## src/rtl/fpnew_pkg.sv

```systemverilog
// fpnew_pkg: the shared FPU types this slice relies on (formats, rounding
// modes, operations, format width helpers) and the divsqrt request bundle
// that is buffered by fpnew_divsqrt_issue_queue.
package fpnew_pkg;

  localparam int unsigned NUM_FP_FORMATS = 5;
  localparam int unsigned FP_FORMAT_BITS = 3;
  localparam int unsigned FP_MAX_WIDTH   = 64;

  typedef logic [0:NUM_FP_FORMATS-1] fmt_logic_t;

  typedef enum logic [FP_FORMAT_BITS-1:0] {
    FP32    = 3'd0,
    FP64    = 3'd1,
    FP16    = 3'd2,
    FP8     = 3'd3,
    FP16ALT = 3'd4
  } fp_format_e;

  typedef enum logic [2:0] {
    RNE = 3'b000,
    RTZ = 3'b001,
    RDN = 3'b010,
    RUP = 3'b011,
    RMM = 3'b100,
    ROD = 3'b101,
    DYN = 3'b111
  } roundmode_e;

  typedef enum logic [3:0] {
    FMADD, FNMSUB, ADD, MUL, DIV, SQRT, SGNJ, MINMAX, CMP, CLASSIFY,
    F2F, F2I, I2F, CPKAB, CPKCD
  } operation_e;

  function automatic int unsigned fp_width(input fp_format_e fmt);
    case (fmt)
      FP32:    return 32;
      FP64:    return 64;
      FP16:    return 16;
      FP8:     return 8;
      FP16ALT: return 16;
      default: return 0;
    endcase
  endfunction

  function automatic int unsigned max_fp_width(input fmt_logic_t cfg);
    int unsigned res;
    res = 0;
    for (int unsigned i = 0; i < NUM_FP_FORMATS; i++) begin
      if (cfg[i] && fp_width(fp_format_e'(i[FP_FORMAT_BITS-1:0])) > res) begin
        res = fp_width(fp_format_e'(i[FP_FORMAT_BITS-1:0]));
      end
    end
    return res;
  endfunction

  // Operands are held at the widest possible format width so the bundle does
  // not depend on the per-instance format configuration; narrower instances
  // zero-extend on write and use the low bits on read.
  typedef struct packed {
    logic [1:0][FP_MAX_WIDTH-1:0]     operands;
    logic [NUM_FP_FORMATS-1:0][1:0]   is_boxed;
    roundmode_e                       rnd_mode;
    operation_e                       op;
    fp_format_e                       dst_fmt;
  } divsqrt_req_t;

endpackage

```

## src/rtl/fpnew_divsqrt_issue_queue.sv

```systemverilog
// fpnew_divsqrt_issue_queue: small FIFO in front of the iterative divide /
// square-root unit. Buffers up to Depth complete op bundles so the dispatcher
// is not stalled for the full iterative latency. in_ready_o is derived only
// from the local occupancy, cutting the ready path from the divsqrt unit.
//
// Ports:
//   clk_i, rst_i           clock (rising edge), async active-high reset
//   operands_i .. aux_i    op bundle offered by the dispatcher
//   in_valid_i/in_ready_o  upstream handshake
//   flush_i                synchronous flush (drops all entries)
//   operands_o .. aux_o    head-entry payload
//   out_valid_o/out_ready_i downstream handshake to the divsqrt unit
//   fill_level_o           current occupancy
//   busy_o                 at least one entry held
module fpnew_divsqrt_issue_queue
  import fpnew_pkg::*;
#(
  parameter fmt_logic_t  FpFmtConfig = '1,
  parameter int unsigned Depth       = 2,
  parameter type         TagType     = logic,
  parameter type         AuxType     = logic,
  localparam int unsigned WIDTH      = max_fp_width(FpFmtConfig),
  localparam int unsigned CntW       = $clog2(Depth + 1)
) (
  input  logic                             clk_i,
  input  logic                             rst_i,
  input  logic [1:0][WIDTH-1:0]            operands_i,
  input  logic [NUM_FP_FORMATS-1:0][1:0]   is_boxed_i,
  input  roundmode_e                       rnd_mode_i,
  input  operation_e                       op_i,
  input  fp_format_e                       dst_fmt_i,
  input  TagType                           tag_i,
  input  AuxType                           aux_i,
  input  logic                             in_valid_i,
  output logic                             in_ready_o,
  input  logic                             flush_i,
  output logic [1:0][WIDTH-1:0]            operands_o,
  output logic [NUM_FP_FORMATS-1:0][1:0]   is_boxed_o,
  output roundmode_e                       rnd_mode_o,
  output operation_e                       op_o,
  output fp_format_e                       dst_fmt_o,
  output TagType                           tag_o,
  output AuxType                           aux_o,
  output logic                             out_valid_o,
  input  logic                             out_ready_i,
  output logic [CntW-1:0]                  fill_level_o,
  output logic                             busy_o
);

  localparam int unsigned PtrW = (Depth > 1) ? $clog2(Depth) : 1;

  typedef struct packed {
    divsqrt_req_t req;
    TagType       tag;
    AuxType       aux;
  } entry_t;

  if (Depth < 1 || Depth > 16) begin : g_depth_check
    $error("fpnew_divsqrt_issue_queue: Depth must be in 1..16");
  end

  entry_t            mem [Depth];
  entry_t            wr_entry;
  entry_t            head;
  logic [PtrW-1:0]   wptr_q;
  logic [PtrW-1:0]   rptr_q;
  logic [CntW-1:0]   cnt_q;
  logic              push;
  logic              pop;

  function automatic logic [PtrW-1:0] ptr_inc(input logic [PtrW-1:0] p);
    return (p == PtrW'(Depth - 1)) ? '0 : p + 1'b1;
  endfunction

  assign in_ready_o   = (cnt_q != CntW'(Depth));
  assign out_valid_o  = (cnt_q != '0);
  assign busy_o       = (cnt_q != '0);
  assign fill_level_o = cnt_q;

  assign push = in_valid_i & in_ready_o & ~flush_i;
  assign pop  = out_valid_o & out_ready_i & ~flush_i;

  always_comb begin
    wr_entry              = '0;
    for (int i = 0; i < 2; i++) begin
      wr_entry.req.operands[i] = FP_MAX_WIDTH'(operands_i[i]);
    end
    wr_entry.req.is_boxed = is_boxed_i;
    wr_entry.req.rnd_mode = rnd_mode_i;
    wr_entry.req.op       = op_i;
    wr_entry.req.dst_fmt  = dst_fmt_i;
    wr_entry.tag          = tag_i;
    wr_entry.aux          = aux_i;
  end

  // Flush resets only the bookkeeping; stale payload stays in the array and
  // is never visible because out_valid_o drops with the count.
  always_ff @(posedge clk_i or posedge rst_i) begin
    if (rst_i) begin
      wptr_q <= '0;
      rptr_q <= '0;
      cnt_q  <= '0;
      for (int i = 0; i < int'(Depth); i++) begin
        mem[i] <= '0;
      end
    end else if (flush_i) begin
      wptr_q <= '0;
      rptr_q <= '0;
      cnt_q  <= '0;
    end else begin
      if (push) begin
        mem[wptr_q] <= wr_entry;
        wptr_q      <= ptr_inc(wptr_q);
      end
      if (pop) begin
        rptr_q <= ptr_inc(rptr_q);
      end
      case ({push, pop})
        2'b10:   cnt_q <= cnt_q + 1'b1;
        2'b01:   cnt_q <= cnt_q - 1'b1;
        default: cnt_q <= cnt_q;
      endcase
    end
  end

  // Head payload comes straight from storage: no bypass from the inputs.
  assign head = mem[rptr_q];

  always_comb begin
    for (int i = 0; i < 2; i++) begin
      operands_o[i] = head.req.operands[i][WIDTH-1:0];
    end
  end

  assign is_boxed_o = head.req.is_boxed;
  assign rnd_mode_o = head.req.rnd_mode;
  assign op_o       = head.req.op;
  assign dst_fmt_o  = head.req.dst_fmt;
  assign tag_o      = head.tag;
  assign aux_o      = head.aux;

  always_ff @(posedge clk_i) begin
    if (!rst_i) begin
      assert (!(push && cnt_q == CntW'(Depth)))
        else $error("issue queue: push while full");
      assert (!(pop && cnt_q == '0))
        else $error("issue queue: pop while empty");
      assert (cnt_q <= CntW'(Depth))
        else $error("issue queue: count exceeds Depth");
    end
  end

endmodule

```

## config.mk

```make
export PLATFORM = sky130hd
export DESIGN_NAME = fpnew_divsqrt_issue_queue
export DESIGN_NICKNAME = d
export VERILOG_FILES = /design/src/rtl/fpnew_pkg.sv /design/src/rtl/fpnew_divsqrt_issue_queue.sv
export SDC_FILE = /design/constraint.sdc
export NUM_CORES = 1
export LEC_CHECK = 0
export BUFFER_PORTS_ARGS = -buffer_cell sky130_fd_sc_hd__buf_2
export CAP_MARGIN = 0
export CELL_PAD_IN_SITES_DETAIL_PLACEMENT = 1
export CELL_PAD_IN_SITES_GLOBAL_PLACEMENT = 1
export CORE_MARGIN = 8
export CORE_UTILIZATION = 46
export CTS_BUF_LIST = sky130_fd_sc_hd__clkbuf_2
export DETAILED_ROUTE_END_ITERATION = 16
export GPL_TIMING_DRIVEN = 0
export PLACE_DENSITY_LB_ADDON = 0.1
export SETUP_SLACK_MARGIN = 0.4
export SYNTH_ARGS = -nofsm -noshare
export SYNTH_HDL_FRONTEND = slang
export SYNTH_SLANG_ARGS = --single-unit
export TNS_END_PERCENT = 30
```

## constraint.sdc

```tcl
create_clock -name clk_i -period 10.9 [get_ports clk_i]
set_clock_uncertainty 0.2 [all_clocks]
set_input_delay 0.545 -clock clk_i [delete_from_list [all_inputs] [get_ports clk_i]]
set_output_delay 0.545 -clock clk_i [all_outputs]
set_load 0.005 [all_outputs]
```

==> metrics.md <==
| Metric | Value |
|---|---|
| Status | `complete, no violations` |
| Final non-filler cell total | `1817` |
| Required time worst endpoint | `10.16 ns` |
| Buffers on Ports | `309` |
| Vias in the first global route | `10800` |
| Avg Vias per Cell | `5.04` |
| Starting Density | `46.9%` |
| Hold Violations, Final | `0` |
| Final min period | `3.79 ns` |
| Worst-margin pin slew | `0.957 ns` |
| Residual DRC | `0` |
| GRT overflow | `0` |
| Synth-to-Final Area Change | `33.9%` |
| Finished Core Util | `62.8%` |
| Power Density | `182 mW/mm²` |
| Clock transition at the registers of the reported paths | `0.11 ns` |
| Pleak | `8.18 nW` |
| Setup WS pre-CTS | `7.86 ns` |
| Peak supply drop | `0.0000882 V` |
| Rows | `61` |
| Num CTS Buffers | `80` |
| First-pass DRT Iterations | `4` |
| Via count | `9161` |
| Post-Synthesis Cells | `826` |
| Setup TNS | `0 ns` |
| Mapped Nets | `981` |
| Largest net degree at the start of global routing | `130` |
| Global-route wire length before repair | `60500 µm` |
| GR Util All Layers | `22.9%` |
| CTS max path bufs | `3` |
| Detailed placement HPWL | `25400 µm` |
| Setup CP Type | `reg2out` |
| RSZ-0062 raised after global routing | `false` |
| TritonCTS clock tree | `done` |
| Slew HR | `36.2%` |
| Post-synthesis sequential area ratio | `58.1%` |
| Crit path capture type | `primary output` |
| Syn avg cell area | `15.9 µm²` |
| Worst path cell trace | `clkbuf_1 -> clkbuf_1 -> clkbuf_1 -> mux2_2 -> buf_2` |
| Crit path max fanout | `10` |
| Die W | `185 µm` |
| Layout Nets | `1532` |
| DR iter-0 viols | `298` |
| Fillers | `2819` |
| Seq cells post-synth | `304` |
| Worst hold path type | `in2reg` |
| Synth Cell Area | `0.0131 mm²` |
| Layout cells sized above 1 | `58.0%` |
| Synth unique cells | `22` |
| Core area | `0.0279 mm²` |
| Setup violations, final | `0` |
| Post-route setup slack | `7.11 ns` |
| FMAX | `0.264 GHz` |
| Period utilization | `34.7%` |
| I/O pins | `310` |
| Slowest stage cell on the critical path | `clkbuf_1` |
| Die height | `185 µm` |
| Max incr delay on CP | `0.66 ns` |
| Worst-Skew Late Latency | `0.83 ns` |
| Postcts setup bufs | `0` |
| CTS Sinks | `304` |
| Total of max-cap violations | `0` |
| Startpoint types | `flop` |
| Root Driver | `clkbuf_2` |
| Dpl cells | `1515` |
| Total power | `3.19 mW` |
| Most used cell, CP | `clkbuf_1` |
| Die area | `0.0341 mm²` |
| Final slew viol count | `0` |
| GPL Wtd Cong | `0.727` |
| Critical path data arrival time | `3.04 ns` |
| H-tree Lvls | `3` |
| DR WL/cell | `21.4 µm` |
| Final wirelength | `39000 µm` |
| Antenna-violating nets left | `0` |
| Yosys warnings | `0` |
| Antenna violations before repair | `6` |
metal layers:
layer / vias up / GRT usage [%] / part of all wire [%]
met5: - / 0 / 0.039
met4: 2 / 7.91 / 2.1
met3: 57 / 6.97 / 6.7
met2: 262 / 39.6 / 51
met1: 4727 / 26.8 / 40
li1: 4113 / - / -
layout by cell type (no fill, tap or decap), drive strengths merged, types with 2 or more instances in the layout:
| cell | count |
|---|---|
| mux2 | 450 |
| buf | 346 |
| dfrtp | 304 |
| dlygate4sd3 | 158 |
| clkbuf | 140 |
| clkinv | 10 |
| diode | 6 |
| a21oi | 4 |
| bufinv | 3 |
| inv | 3 |
| or2 | 2 |
| o21ai | 2 |
state kept, by name, summed over array words and instances (netlist names):
signal	flops
fill_level_o	2
rptr_q	1
mem	300
wptr_q	1
worst max-delay path: cells and delay by family, from the launching register on:
kind                   cells  cell delay (ns)
multiplexers               1             0.43
flip-flops                 1             0.33
buffers and inverters      4             1.52
layout make-up:
type	instances	area, µm²	share of cell area (%)
buffer	50	284	1.62
clock inverter	13	134	0.763
clock buffer	125	626	3.57
antenna	6	15.0	0.0856
timing repair buffer	469	3180	18.2
inverter	3	18.8	0.107
sequential	304	7610	43.4
tap	378	473	2.70
multi-input combinational	469	5200	29.6
final timing paths:
| path | start | end | cells after the start | slack [ns] |
|---|---|---|---|---|
| min reg2reg | mem[255]$_DFFE_PP0P_ | mem[255]$_DFFE_PP0P_ | 1 | 0.29 |
| min in group asynchronous | rst_i | mem[6]$_DFFE_PP0P_ | 4 | 0.71 |
| min | operands_i[0] | mem[172]$_DFFE_PP0P_ | 3 | 0.27 |
| max | rptr_q$_DFFE_PP0P_ | is_boxed_o[2] | 5 | 7.11 |
| max in group asynchronous | rst_i | mem[229]$_DFFE_PP0P_ | 5 | 8.73 |
| max reg2reg | fill_level_o[1]$_DFFE_PP0P_ | mem[273]$_DFFE_PP0P_ | 5 | 8.24 |
where the power goes:
part | total, mW | leakage [nW] | switching, mW | internal [mW]
logic | 0.813 | 3.98 | 0.334 | 0.479
registers | 1.54 | 3.62 | 0.134 | 1.40
clock network | 0.836 | 0.582 | 0.467 | 0.369
total | 3.19 | 8.18 | 0.935 | 2.25
stage by stage:
stage                     hold slack [ns]  area, µm²
after detailed placement            0.272      15200
final                               0.266      17500
after global placement              0.263      15100
after global routing                0.167      17500
after CTS                           0.145      17500
after floorplan                     0.254      13100
timing repair:
| item | 4_1_cts | 5_1_grt |
|---|---|---|
| hold buffers | 158 | 0 |
| resized for setup | 0 | 0 |
| endpoints found under the hold margin | 407 | 0 |
| endpoints found under the setup margin | 0 | 0 |
cells by family after synthesis:
| logic type | Yosys count | share of synthesized area [%] |
|---|---|---|
| mux | 451 | 38.8 |
| flops | 304 | 58.1 |
| buf+inv | 53 | 2.25 |
| simple gates | 9 | 0.497 |
| compound gates | 8 | 0.344 |
| xor+xnor | 1 | 0.0669 |
cell usage after synthesis, drive strengths merged:
cell type | instances | area share [%]
buf | 35 | 1.7
mux2i | 1 | 0.076
o21ai | 2 | 0.076
nor2b | 1 | 0.048
nand4b | 1 | 0.067
a21o | 1 | 0.057
nor2 | 1 | 0.029
or3 | 1 | 0.048
a21oi | 4 | 0.15
o211ai | 1 | 0.057
mux2 | 450 | 39
inv | 3 | 0.086
dfrtp | 304 | 58
clkbuf | 15 | 0.43
nor4 | 1 | 0.096
nand3b | 1 | 0.057
or2 | 2 | 0.096
nor3b | 1 | 0.057
xor2 | 1 | 0.067
No activity file was read; power rests on OpenSTA's default activity.
